File: src/rtl/dbpsk_receiver_if.sv
// Symbol-side and frame-side signals of the DBPSK receiver.
//
// Handshake: sample_valid is a one-clock qualifier with no ready.
// phase_in is meaningful only on clocks where sample_valid is 1.
// The receiver consumes every strobe, including strobes on consecutive clocks.
// All outputs are single-clock pulses, except the following, which are levels:
//   - out_data and frame_len hold until they are next updated.
//   - locked is a level.
interface dbpsk_receiver_if;
  logic       sample_valid;
  logic       phase_in;
  logic [7:0] out_data;
  logic       out_valid;
  logic [7:0] frame_len;
  logic       frame_start;
  logic       frame_end;
  logic       locked;
  logic       sync_error;

  // Sample source (bench / demod front end)
  modport master (
    output sample_valid, phase_in,
    input  out_data, out_valid, frame_len, frame_start, frame_end, locked, sync_error
  );

  // Receiver
  modport slave (
    input  sample_valid, phase_in,
    output out_data, out_valid, frame_len, frame_start, frame_end, locked, sync_error
  );
endinterface

File: src/rtl/dbpsk_receiver.sv
// DBPSK differential decoder with x^7+x^4+1 self-synchronising de-whitening,
// preamble/SFD hunt and length-prefixed payload byte delivery.
module dbpsk_receiver #(
  parameter int          SYNC_ONES   = 32,
  parameter logic [15:0] SFD_WORD    = 16'hF3A0,
  parameter int          SFD_TIMEOUT = 64
) (
  input  logic              clock,
  input  logic              reset,
  dbpsk_receiver_if.slave   bus,
  output logic [1:0]        dbg_state
);

  typedef enum logic [1:0] {HUNT = 2'd0, SFD = 2'd1, LEN = 2'd2, PAYLOAD = 2'd3} state_t;

  localparam logic [6:0] SYNC_LAST   = 7'(SYNC_ONES - 1);
  localparam logic [7:0] TIMEOUT_CNT = 8'(SFD_TIMEOUT);

  state_t      state;
  logic        prev_phase;
  logic [6:0]  hist;        // history of differential bits, hist[0] newest
  logic [6:0]  ones_cnt;
  logic [15:0] sfd_reg;
  logic [7:0]  sfd_cnt;
  logic [2:0]  bit_cnt;
  logic [7:0]  byte_sr;
  logic [7:0]  remaining;

  logic [7:0]  out_data_r;
  logic [7:0]  frame_len_r;
  logic        out_valid_r;
  logic        frame_start_r;
  logic        frame_end_r;
  logic        locked_r;
  logic        sync_error_r;

  logic        d_bit;
  logic        b_bit;
  logic [15:0] sfd_next;
  logic [7:0]  sfd_cnt_next;
  logic [7:0]  byte_next;

  // Decode the current symbol: differential bit, de-whitened bit and shifted views
  always_comb begin
    d_bit        = bus.phase_in ^ prev_phase;
    b_bit        = d_bit ^ hist[3] ^ hist[6];
    sfd_next     = {b_bit, sfd_reg[15:1]};
    sfd_cnt_next = sfd_cnt + 8'd1;
    byte_next    = {b_bit, byte_sr[7:1]};
  end

  // Frame FSM, descrambler history and registered outputs; advances on strobes only
  always_ff @(posedge clock or posedge reset) begin
    if (reset) begin
      state         <= HUNT;
      prev_phase    <= 1'b0;
      hist          <= '0;
      ones_cnt      <= '0;
      sfd_reg       <= '0;
      sfd_cnt       <= '0;
      bit_cnt       <= '0;
      byte_sr       <= '0;
      remaining     <= '0;
      out_data_r    <= '0;
      frame_len_r   <= '0;
      out_valid_r   <= 1'b0;
      frame_start_r <= 1'b0;
      frame_end_r   <= 1'b0;
      locked_r      <= 1'b0;
      sync_error_r  <= 1'b0;
    end else begin
      out_valid_r   <= 1'b0;
      frame_start_r <= 1'b0;
      frame_end_r   <= 1'b0;
      sync_error_r  <= 1'b0;
      if (bus.sample_valid) begin
        prev_phase <= bus.phase_in;
        hist       <= {hist[5:0], d_bit};
        case (state)
          HUNT: begin
            if (b_bit) begin
              if (ones_cnt == SYNC_LAST) begin
                locked_r <= 1'b1;
                sfd_reg  <= '0;
                sfd_cnt  <= '0;
                state    <= SFD;
              end else if (ones_cnt != 7'd127) begin
                ones_cnt <= ones_cnt + 7'd1;
              end
            end else begin
              ones_cnt <= '0;
            end
          end
          SFD: begin
            sfd_reg <= sfd_next;
            sfd_cnt <= sfd_cnt_next;
            // A match wins over a timeout landing on the same strobe
            if (sfd_next == SFD_WORD) begin
              frame_start_r <= 1'b1;
              bit_cnt       <= '0;
              byte_sr       <= '0;
              state         <= LEN;
            end else if (sfd_cnt_next == TIMEOUT_CNT) begin
              sync_error_r <= 1'b1;
              locked_r     <= 1'b0;
              ones_cnt     <= '0;
              state        <= HUNT;
            end
          end
          LEN: begin
            byte_sr <= byte_next;
            bit_cnt <= bit_cnt + 3'd1;
            if (bit_cnt == 3'd7) begin
              frame_len_r <= byte_next;
              byte_sr     <= '0;
              if (byte_next == 8'd0) begin
                frame_end_r <= 1'b1;
                locked_r    <= 1'b0;
                ones_cnt    <= '0;
                state       <= HUNT;
              end else begin
                remaining <= byte_next;
                state     <= PAYLOAD;
              end
            end
          end
          PAYLOAD: begin
            byte_sr <= byte_next;
            bit_cnt <= bit_cnt + 3'd1;
            if (bit_cnt == 3'd7) begin
              out_data_r  <= byte_next;
              out_valid_r <= 1'b1;
              remaining   <= remaining - 8'd1;
              byte_sr     <= '0;
              if (remaining == 8'd1) begin
                frame_end_r <= 1'b1;
                locked_r    <= 1'b0;
                ones_cnt    <= '0;
                state       <= HUNT;
              end
            end
          end
          default: state <= HUNT;
        endcase
      end
    end
  end

  assign bus.out_data    = out_data_r;
  assign bus.out_valid   = out_valid_r;
  assign bus.frame_len   = frame_len_r;
  assign bus.frame_start = frame_start_r;
  assign bus.frame_end   = frame_end_r;
  assign bus.locked      = locked_r;
  assign bus.sync_error  = sync_error_r;
  assign dbg_state       = state;

endmodule

File: src/flat_wrapper.sv
// flat-port wrapper written by rule: the top's interface ports become plain ports
module dbpsk_receiver_flat 
#(
  parameter int          SYNC_ONES   = 32,
  parameter logic [15:0] SFD_WORD    = 16'hF3A0,
  parameter int          SFD_TIMEOUT = 64
)
  (clock, reset, dbg_state, bus_sample_valid, bus_phase_in, bus_out_data, bus_out_valid, bus_frame_len, bus_frame_start, bus_frame_end, bus_locked, bus_sync_error);
  dbpsk_receiver_if bus_i ();
  input  logic clock;
  input  logic reset;
  output logic [1:0] dbg_state;
  input wire logic [$bits(bus_i.sample_valid)-1:0] bus_sample_valid;
  input wire logic [$bits(bus_i.phase_in)-1:0] bus_phase_in;
  output wire logic [$bits(bus_i.out_data)-1:0] bus_out_data;
  output wire logic [$bits(bus_i.out_valid)-1:0] bus_out_valid;
  output wire logic [$bits(bus_i.frame_len)-1:0] bus_frame_len;
  output wire logic [$bits(bus_i.frame_start)-1:0] bus_frame_start;
  output wire logic [$bits(bus_i.frame_end)-1:0] bus_frame_end;
  output wire logic [$bits(bus_i.locked)-1:0] bus_locked;
  output wire logic [$bits(bus_i.sync_error)-1:0] bus_sync_error;
  assign bus_i.sample_valid = bus_sample_valid;
  assign bus_i.phase_in = bus_phase_in;
  assign bus_out_data = bus_i.out_data;
  assign bus_out_valid = bus_i.out_valid;
  assign bus_frame_len = bus_i.frame_len;
  assign bus_frame_start = bus_i.frame_start;
  assign bus_frame_end = bus_i.frame_end;
  assign bus_locked = bus_i.locked;
  assign bus_sync_error = bus_i.sync_error;
  dbpsk_receiver #(.SYNC_ONES(SYNC_ONES), .SFD_WORD(SFD_WORD), .SFD_TIMEOUT(SFD_TIMEOUT)) u_core (.clock(clock), .reset(reset), .bus(bus_i), .dbg_state(dbg_state));
endmodule
File: config.mk
export PLATFORM = sky130hd
export DESIGN_NAME = dbpsk_receiver_flat
export DESIGN_NICKNAME = d
export VERILOG_FILES = /design/src/rtl/dbpsk_receiver_if.sv /design/src/rtl/dbpsk_receiver.sv /design/src/flat_wrapper.sv
export SDC_FILE = /design/constraint.sdc
export NUM_CORES = 1
export LEC_CHECK = 0
export CAP_MARGIN = 20
export CORE_MARGIN = 1.5
export CORE_UTILIZATION = 30
export CTS_BUF_LIST = sky130_fd_sc_hd__clkbuf_16
export CTS_CLUSTER_DIAMETER = 30
export CTS_CLUSTER_SIZE = 12
export DETAILED_ROUTE_END_ITERATION = 16
export PLACE_DENSITY = 0.46
export SYNTH_ARGS = -nofsm -noshare
export SYNTH_HDL_FRONTEND = slang
export SYNTH_SLANG_ARGS = --single-unit
File: constraint.sdc
create_clock -name clock -period 3 [get_ports clock]
set_input_delay 0.6 -clock clock [delete_from_list [all_inputs] [get_ports clock]]
set_output_delay 0.6 -clock clock [all_outputs]
set_load 0.01 [all_outputs]
==> results of run 1 <==
## power by group through the flow
| stage | clock network (mW) | registers, mW | logic [mW] |
|---|---|---|---|
| floorplan | 0 | 1.67 | 0.828 |
| global route | 1.28 | 1.76 | 1.48 |
| finish | 1.19 | 1.71 | 1.31 |
| detailed placement | 0 | 1.72 | 1.32 |
| CTS | 1.24 | 1.70 | 1.33 |
| global placement | 0 | 1.72 | 1.31 |
## cell usage after synthesis, types with 2 or more instances
master and instances:
nand4b_1 6, or4_4 3, o21ai_0 49, and3_1 3
nor2_1 21, clkbuf_1 13, nand2_1 34, nor4b_1 2
a22o_1 17, a22oi_1 2, xnor2_2 3, a21o_1 3
nand4_1 2, a31oi_1 3, nand2b_1 3, nor4_1 4
mux2i_1 3, nand3_1 16, a21oi_1 11, nor3_1 5
inv_1 24, a2111oi_4 2, o211ai_1 4, a211oi_1 2
and2_1 3, ha_1 6, or3_1 5, dfrtp_1 79
mux2_2 8
## worst min-delay path: stages (launching register included)
cell and delay [ns]:
dfrtp_1 0.34, nand2_1 0.04, o21ai_0 0.06
## routing by layer
layer / track usage, % / vias to the layer above / wire length, µm
met2: 21.4 / 55 / 3830
met5: 0 / - / 0
met3: 3.71 / 16 / 348
li1: - / 1398 / -
met4: 6.67 / 0 / 214
met1: 19.9 / 1420 / 4210
## stage by stage
stage / hold slack [ns] / util [%] / worst slack, ns / instance area (µm²) / power, mW
2_1_floorplan: 0.450 / - / 0.377 / 3800 / 2.50
3_3_place_gp: 0.461 / 35.3 / 0.230 / 4310 / 3.03
4_1_cts: 0.488 / 37.9 / 0.483 / 4630 / 4.27
6_report: 0.478 / 37.9 / 0.492 / 4630 / 4.20
5_1_grt: 0.513 / 37.9 / 0.287 / 4630 / 4.52
3_5_place_dp: 0.473 / 35.3 / 0.194 / 4310 / 3.04
## area by class of cell
class                      count  area [µm²]  share of cell area [%]
sequential                    79        1980                    42.7
clock inverter                 7        96.3                    2.08
clock buffer                   9         225                    4.87
multi-input combinational    249        1670                    36.1
inverter                      24        91.3                    1.97
timing repair buffer          37         355                    7.68
tap                          168         210                    4.54
## cell families (layout without fill, tap and decap cells)
logic type	after synthesis	after routing	synth area share, %
AO/OA/AOI/OAI	108	108	20.1
XOR/XNOR	5	5	1.74
adder cells (fa/ha/maj)	6	6	1.97
buffers and inverters	40	77	4.08
flip-flops	79	79	52.0
multiplexers	12	12	3.45
AND/OR/NAND/NOR	118	118	16.7
## final timing paths
check                                                          from                                  end  slack [ns]
min in group asynchronous                                     reset        u_core.bus.locked$_DFFE_PP0P_        0.61
worst max register to register        u_core.sfd_cnt[0]$_DFFE_PP0P_       u_core.ones_cnt[2]$_DFFE_PP0P_        0.49
worst min register to register  u_core.bus.frame_len[0]$_DFFE_PP0P_  u_core.bus.frame_len[0]$_DFFE_PP0P_        0.48
max in group asynchronous                                     reset     u_core.bus.frame_start$_DFF_PP0_        1.74
worst min-delay path            u_core.bus.frame_len[0]$_DFFE_PP0P_  u_core.bus.frame_len[0]$_DFFE_PP0P_        0.48
worst max-delay path                  u_core.sfd_cnt[0]$_DFFE_PP0P_       u_core.ones_cnt[2]$_DFFE_PP0P_        0.49
==> out/qor.csv, run 1 <==
stage,metric,value,unit
layout,"commonest non-fill, non-tap cell in the layout",dfrtp_1,
place,GPL Wtd Cong,0.719,
timing,min Tclk post-route,2.51,ns
place,placed cells,557,
power_and_ir_drop,Pleak,1.94,nW
synth,syn_area_per_cell,10.3,µm²
synth,Syn Std Cell Area,0.00380,mm²
power_and_ir_drop,Logic pwr share,31.1,%
power_and_ir_drop,sequential fraction of design power,40.6,%
drt,WL/cell,15.0,µm
timing,# setup viols final,0,
layout,Fillers,1252,
min_path,worst hold path depth,2,
clock_tree,"Hold-fix buffers, CTS",0,
clock_tree,Num CTS Buffers,9,
clock_tree,clock sinks,79,
timing,RSZ-0062 raised after global routing,false,
drt,post-DR vias/cell,5.04,
global_routing,largest net degree at the start of global routing,52,
power_and_ir_drop,Worst IR Drop VDD,0.331,mV
global_routing,total track usage,14.4,%
clock_tree,CTS tree,done,
drt,post-route antenna net violation count,0,
critical_path,Crit path depth,7,
critical_path,slowest CP cell,or4_4,
layout,Largest register FFs,15,
clock_tree,Worst-path clk slew,0.06,ns
clock_tree,"Setup Fix Bufs, Post-CTS",0,
timing,Final Skew,0.00833,ns
global_routing,first-pass GRT wire length,14800,µm
synth,synth warn,0,
synth,post-synth net total,378,
timing,final setup TNS,0,ns
clock_tree,"Clk Latency, worst-skew pair",0.34,ns
timing,fmax,399,MHz
die,core area,0.0122,mm²
critical_path,"CP delay by family, top",compound AO/OA/AOI/OAI gates,
layout,share of layout cells above drive strength 1,14.1,%
clock_tree,Max Root-Sink Buffers,2,
clock_tree,post-cts gate resize count,0,
timing,Slew @ Worst Pin,0.796,ns
critical_path,critical path peak fanout,8,
place,number of port buffers,26,
critical_path,Crit. End Element,flip-flop,
global_routing,grt total ovfl,0,
place,DP Wirelength,5860,µm
global_routing,vias in the first global route,2907,
layout,post-route insts no fill,573,
die,initial core utilization,31.2,%
synth,Area contributors post-synth,"dfrtp_1 (52%), o21ai_0 (6.4%), a22o_1 (3.9%)",
run,Max-Cap Viols,0,
layout,Area Growth Syn to Fin,21.6,%
synth,"Primary FF master, synth",dfrtp_1,
drt,drt first-iter violations,164,
layout,ANT cells,0,
critical_path,"Req. time, crit path",3.20,ns
clock_tree,H-tree Lvls,3,
drt,routed vias,2889,
power_and_ir_drop,clock network power share,28.3,%
die,die height,116,µm
timing,final hold viol count,0,
synth,unique cell type count in the Yosys netlist,61,
die,die width,116,µm
global_routing,initial antenna violation count,0,
synth,Cells after Synth,368,
layout,final net count,410,
synth,Post-synth EDFFs,0,
die,Rows,40,
status,status,"complete, no violations",
power_and_ir_drop,Sw Ratio,35.0,%
critical_path,Crit path buffers/inverters,0,
drt,Pre-Repair DR Iteration Count,4,
timing,Rel. slew slack,46.9,%
critical_path,CP Cell Sequence,"ha_1, nand3_2, or4_4, a2111oi_4, o21ai_4, a21oi_4, o221ai_1",
die,IO Pins,27,
drt,DRT Wirelength,8610,µm
synth,Yosys top cell area share,52.0,%
critical_path,Worst Path Arrival,2.71,ns
drt,residual DRC count,0,
power_and_ir_drop,Psw,1.47,mW
timing,Max Slew Vio Count,0,
timing,period utilization,83.6,%
synth,"area leader, netlist",dfrtp_1,
min_path,Hold Path Class,reg2reg,
die,die area,0.0134,mm²
power_and_ir_drop,pwr/cell area,907,mW/mm²
critical_path,critical path class,reg2reg,
critical_path,Crit path largest cell delay,0.54,ns
synth,async set-reset flop share out of synthesis,100,%
power_and_ir_drop,P_int,2.73,mW
synth,register bit total from synthesis,79,
critical_path,Reg2Reg Depth,7,
clock_tree,clock root buffer,clkbuf_16,
layout,"commonest cells after routing, fill and taps aside","dfrtp_1 (79), o21ai_0 (49), nand2_1 (34), clkdlybuf4s50_1 (26), inv_1 (23)",
synth,sequential area share after synthesis,52.0,%
critical_path,Startpoint Class,flip-flop,
Note: power is estimated with default switching activity, not from simulation.
==> inputs of run 2 (changes only) <==
- clock period: 3 -> 2.5 ns (I/O delays scaled with it)
==> run 2 against run 1 <==
Net effect: hold slack worse by 0.0014 ns; die area stayed put; highest routed layer unchanged; first-iteration DRC count is 1.8% higher.
==> out/qor.csv, run 2 (synthesized netlist as in run 1, its figures left out) <==
stage,metric,value,unit,change
clock_tree,Num CTS Buffers,9,,unchanged
clock_tree,Worst-path clk slew,0.06,ns,about the same
power_and_ir_drop,Sw Ratio,34.3,%,-0.64 points
status,status,"complete, no violations",,
place,DP Wirelength,6210,µm,+6.1%
layout,"commonest non-fill, non-tap cell in the layout",dfrtp_1,,
power_and_ir_drop,Worst IR Drop VDD,0.323,mV,-2.4%
die,die area,0.0134,mm²,unchanged
min_path,Hold Path Class,reg2reg,,
global_routing,grt total ovfl,0,,unchanged
critical_path,Crit. End Element,flip-flop,,
clock_tree,H-tree Lvls,3,,unchanged
clock_tree,"Hold-fix buffers, CTS",0,,unchanged
run,Max-Cap Viols,0,,unchanged
die,core area,0.0122,mm²,unchanged
global_routing,total track usage,14.5,%,+0.10 points
timing,Max Slew Vio Count,0,,unchanged
place,GPL Wtd Cong,0.734,,+2.2%
timing,final hold viol count,0,,unchanged
timing,Final Skew,0.00679,ns,-0.00153 ns
timing,Min Hold Slack,0.477,ns,-0.00140 ns
drt,WL/cell,14.7,µm,-2.1%
critical_path,CP Cell Sequence,"ha_1, nand3_2, or4_4, a2111oi_4, o21ai_4, a21oi_4, mux2i_1",,
drt,post-DR vias/cell,4.84,,-3.9%
power_and_ir_drop,P_int,3.42,mW,+25%
timing,RSZ-0062 raised after global routing,false,,
layout,share of layout cells above drive strength 1,18.7,%,+4.6 points
drt,post-route antenna net violation count,0,,unchanged
critical_path,"Req. time, crit path",2.77,ns,-0.43 ns
global_routing,initial antenna violation count,0,,unchanged
critical_path,Worst Path Arrival,2.62,ns,-0.09 ns
critical_path,Crit path buffers/inverters,0,,unchanged
layout,Area Growth Syn to Fin,26.6,%,
clock_tree,CTS tree,done,,
critical_path,"CP delay by family, top",compound AO/OA/AOI/OAI gates,,
layout,final core utilization,39.4,%,+1.5 points
global_routing,vias in the first global route,2854,,-1.8%
drt,drt first-iter violations,167,,+1.8%
die,Rows,40,,unchanged
timing,fmax,424,MHz,+6.3%
drt,residual DRC count,0,,unchanged
die,die height,116,µm,unchanged
drt,Pre-Repair DR Iteration Count,5,,+1
die,die width,116,µm,unchanged
critical_path,critical path class,reg2reg,,
timing,# setup viols final,0,,unchanged
global_routing,largest net degree at the start of global routing,33,,-37%
critical_path,Crit path largest cell delay,0.51,ns,-0.03 ns
clock_tree,clock root buffer,clkbuf_16,,
layout,ANT cells,0,,unchanged
clock_tree,Max Root-Sink Buffers,2,,unchanged
drt,routed vias,2887,,-0.069%
timing,Slew @ Worst Pin,0.506,ns,-0.290 ns
layout,"commonest cells after routing, fill and taps aside","dfrtp_1 (79), o21ai_0 (49), nand2_1 (34), buf_4 (32), clkdlybuf4s50_1 (26)",,
power_and_ir_drop,clock network power share,27.1,%,-1.2 points
power_and_ir_drop,sequential fraction of design power,38.7,%,-1.9 points
place,number of port buffers,26,,unchanged
timing,period utilization,94.3,%,+11 points
power_and_ir_drop,Psw,1.79,mW,+22%
timing,min Tclk post-route,2.36,ns,-0.149 ns
clock_tree,clock sinks,79,,unchanged
drt,DRT Wirelength,8760,µm,+1.8%
global_routing,first-pass GRT wire length,14800,µm,about the same
critical_path,Startpoint Class,flip-flop,,
power_and_ir_drop,pwr/cell area,1080,mW/mm²,+19%
clock_tree,"Clk Latency, worst-skew pair",0.34,ns,about the same
die,initial core utilization,31.2,%,unchanged
critical_path,critical path peak fanout,6,,-2
die,IO Pins,27,,unchanged
power_and_ir_drop,Logic pwr share,34.2,%,+3.1 points
timing,Rel. slew slack,66.1,%,+19 points
critical_path,slowest CP cell,or4_4,,
power_and_ir_drop,Pleak,2.04,nW,+5.2%
layout,Largest register FFs,15,,unchanged
layout,final net count,433,,+5.6%
==> run 2: changes by cell type in the layout (fill, tap and decap cells not counted), sizes merged <==
cell	change
buf	+23
clkinvlp	+3
clkinv	-2
inv	-1
==> run 2: area by class of cell <==
type                    count  area [µm²]
multi-input cells         249        1670
clock inverters             7        97.6
flip-flops and latches     79        1980
inverters                  24        93.8
well taps                 168         210
clock buffers               9         225
fillers                  1223        7390
repair buffers             60         541
==> run 2: power by group through the flow <==
stage	registers [mW]	clock network, mW	logic (mW)
finish	2.01	1.41	1.78
global route	2.07	1.51	2.00
CTS	2.01	1.47	1.81
detailed placement	2.03	0	1.80
global placement	2.03	0	1.78
floorplan	2.01	0	0.994
==> run 2: timing repair <==
item | in CTS | in global routing
gates resized for setup | 0 | 0
setup buffers | 0 | 0
setup endpoints to repair | 0 | 3
==> run 2: stage by stage <==
stage / setup TNS [ns] / std cells / total power, mW / setup slack [ns] / cell area, µm²
floorplan: 0 / 368 / 3.00 / 0.260 / 3810
global placement: -1.37 / 580 / 3.81 / -0.106 / 4490
detailed placement: -3.62 / 580 / 3.83 / -0.162 / 4490
CTS: 0 / 596 / 5.29 / 0.104 / 4820
global route: 0 / 596 / 5.58 / 0.0292 / 4820
finish: 0 / 596 / 5.21 / 0.142 / 4820
==> run 2: final timing paths <==
path | to | slack (ns) | depth (start not counted) | startpoint
worst max-delay path | u_core.ones_cnt[1]$_DFFE_PP0P_ | 0.14 | 7 | u_core.sfd_cnt[0]$_DFFE_PP0P_
worst min-delay path | u_core.bus.frame_len[0]$_DFFE_PP0P_ | 0.48 | 2 | u_core.bus.frame_len[0]$_DFFE_PP0P_
worst max register to register | u_core.ones_cnt[1]$_DFFE_PP0P_ | 0.14 | 7 | u_core.sfd_cnt[0]$_DFFE_PP0P_
worst min register to register | u_core.bus.frame_len[0]$_DFFE_PP0P_ | 0.48 | 2 | u_core.bus.frame_len[0]$_DFFE_PP0P_
max in group asynchronous | u_core.ones_cnt[6]$_DFFE_PP0P_ | 1.46 | 3 | reset
min in group asynchronous | u_core.remaining[0]$_DFFE_PP0P_ | 0.53 | 2 | reset
==> run 2: tightest hold or removal path: cells and delay by family (launching register included) <==
family	cells	cell delay, ns
flip-flops	1	0.34
AND/OR/NAND/NOR	1	0.04
AO/OA/AOI/OAI	1	0.06
==> run 2: per-layer routing <==
layer	up-vias	wire length [µm]	GRT usage (%)
met5	-	0	0
li1	1443	-	-
met1	1398	4430	20.8
met2	38	3900	20.9
met3	8	319	4.29
met4	0	116	5.28
==> inputs of run 3 (changes only) <==
- HOLD_SLACK_MARGIN: not set -> 0.05
==> results of run 3 <==
The final DEF is identical to that of run 2; final timing and power are the same.
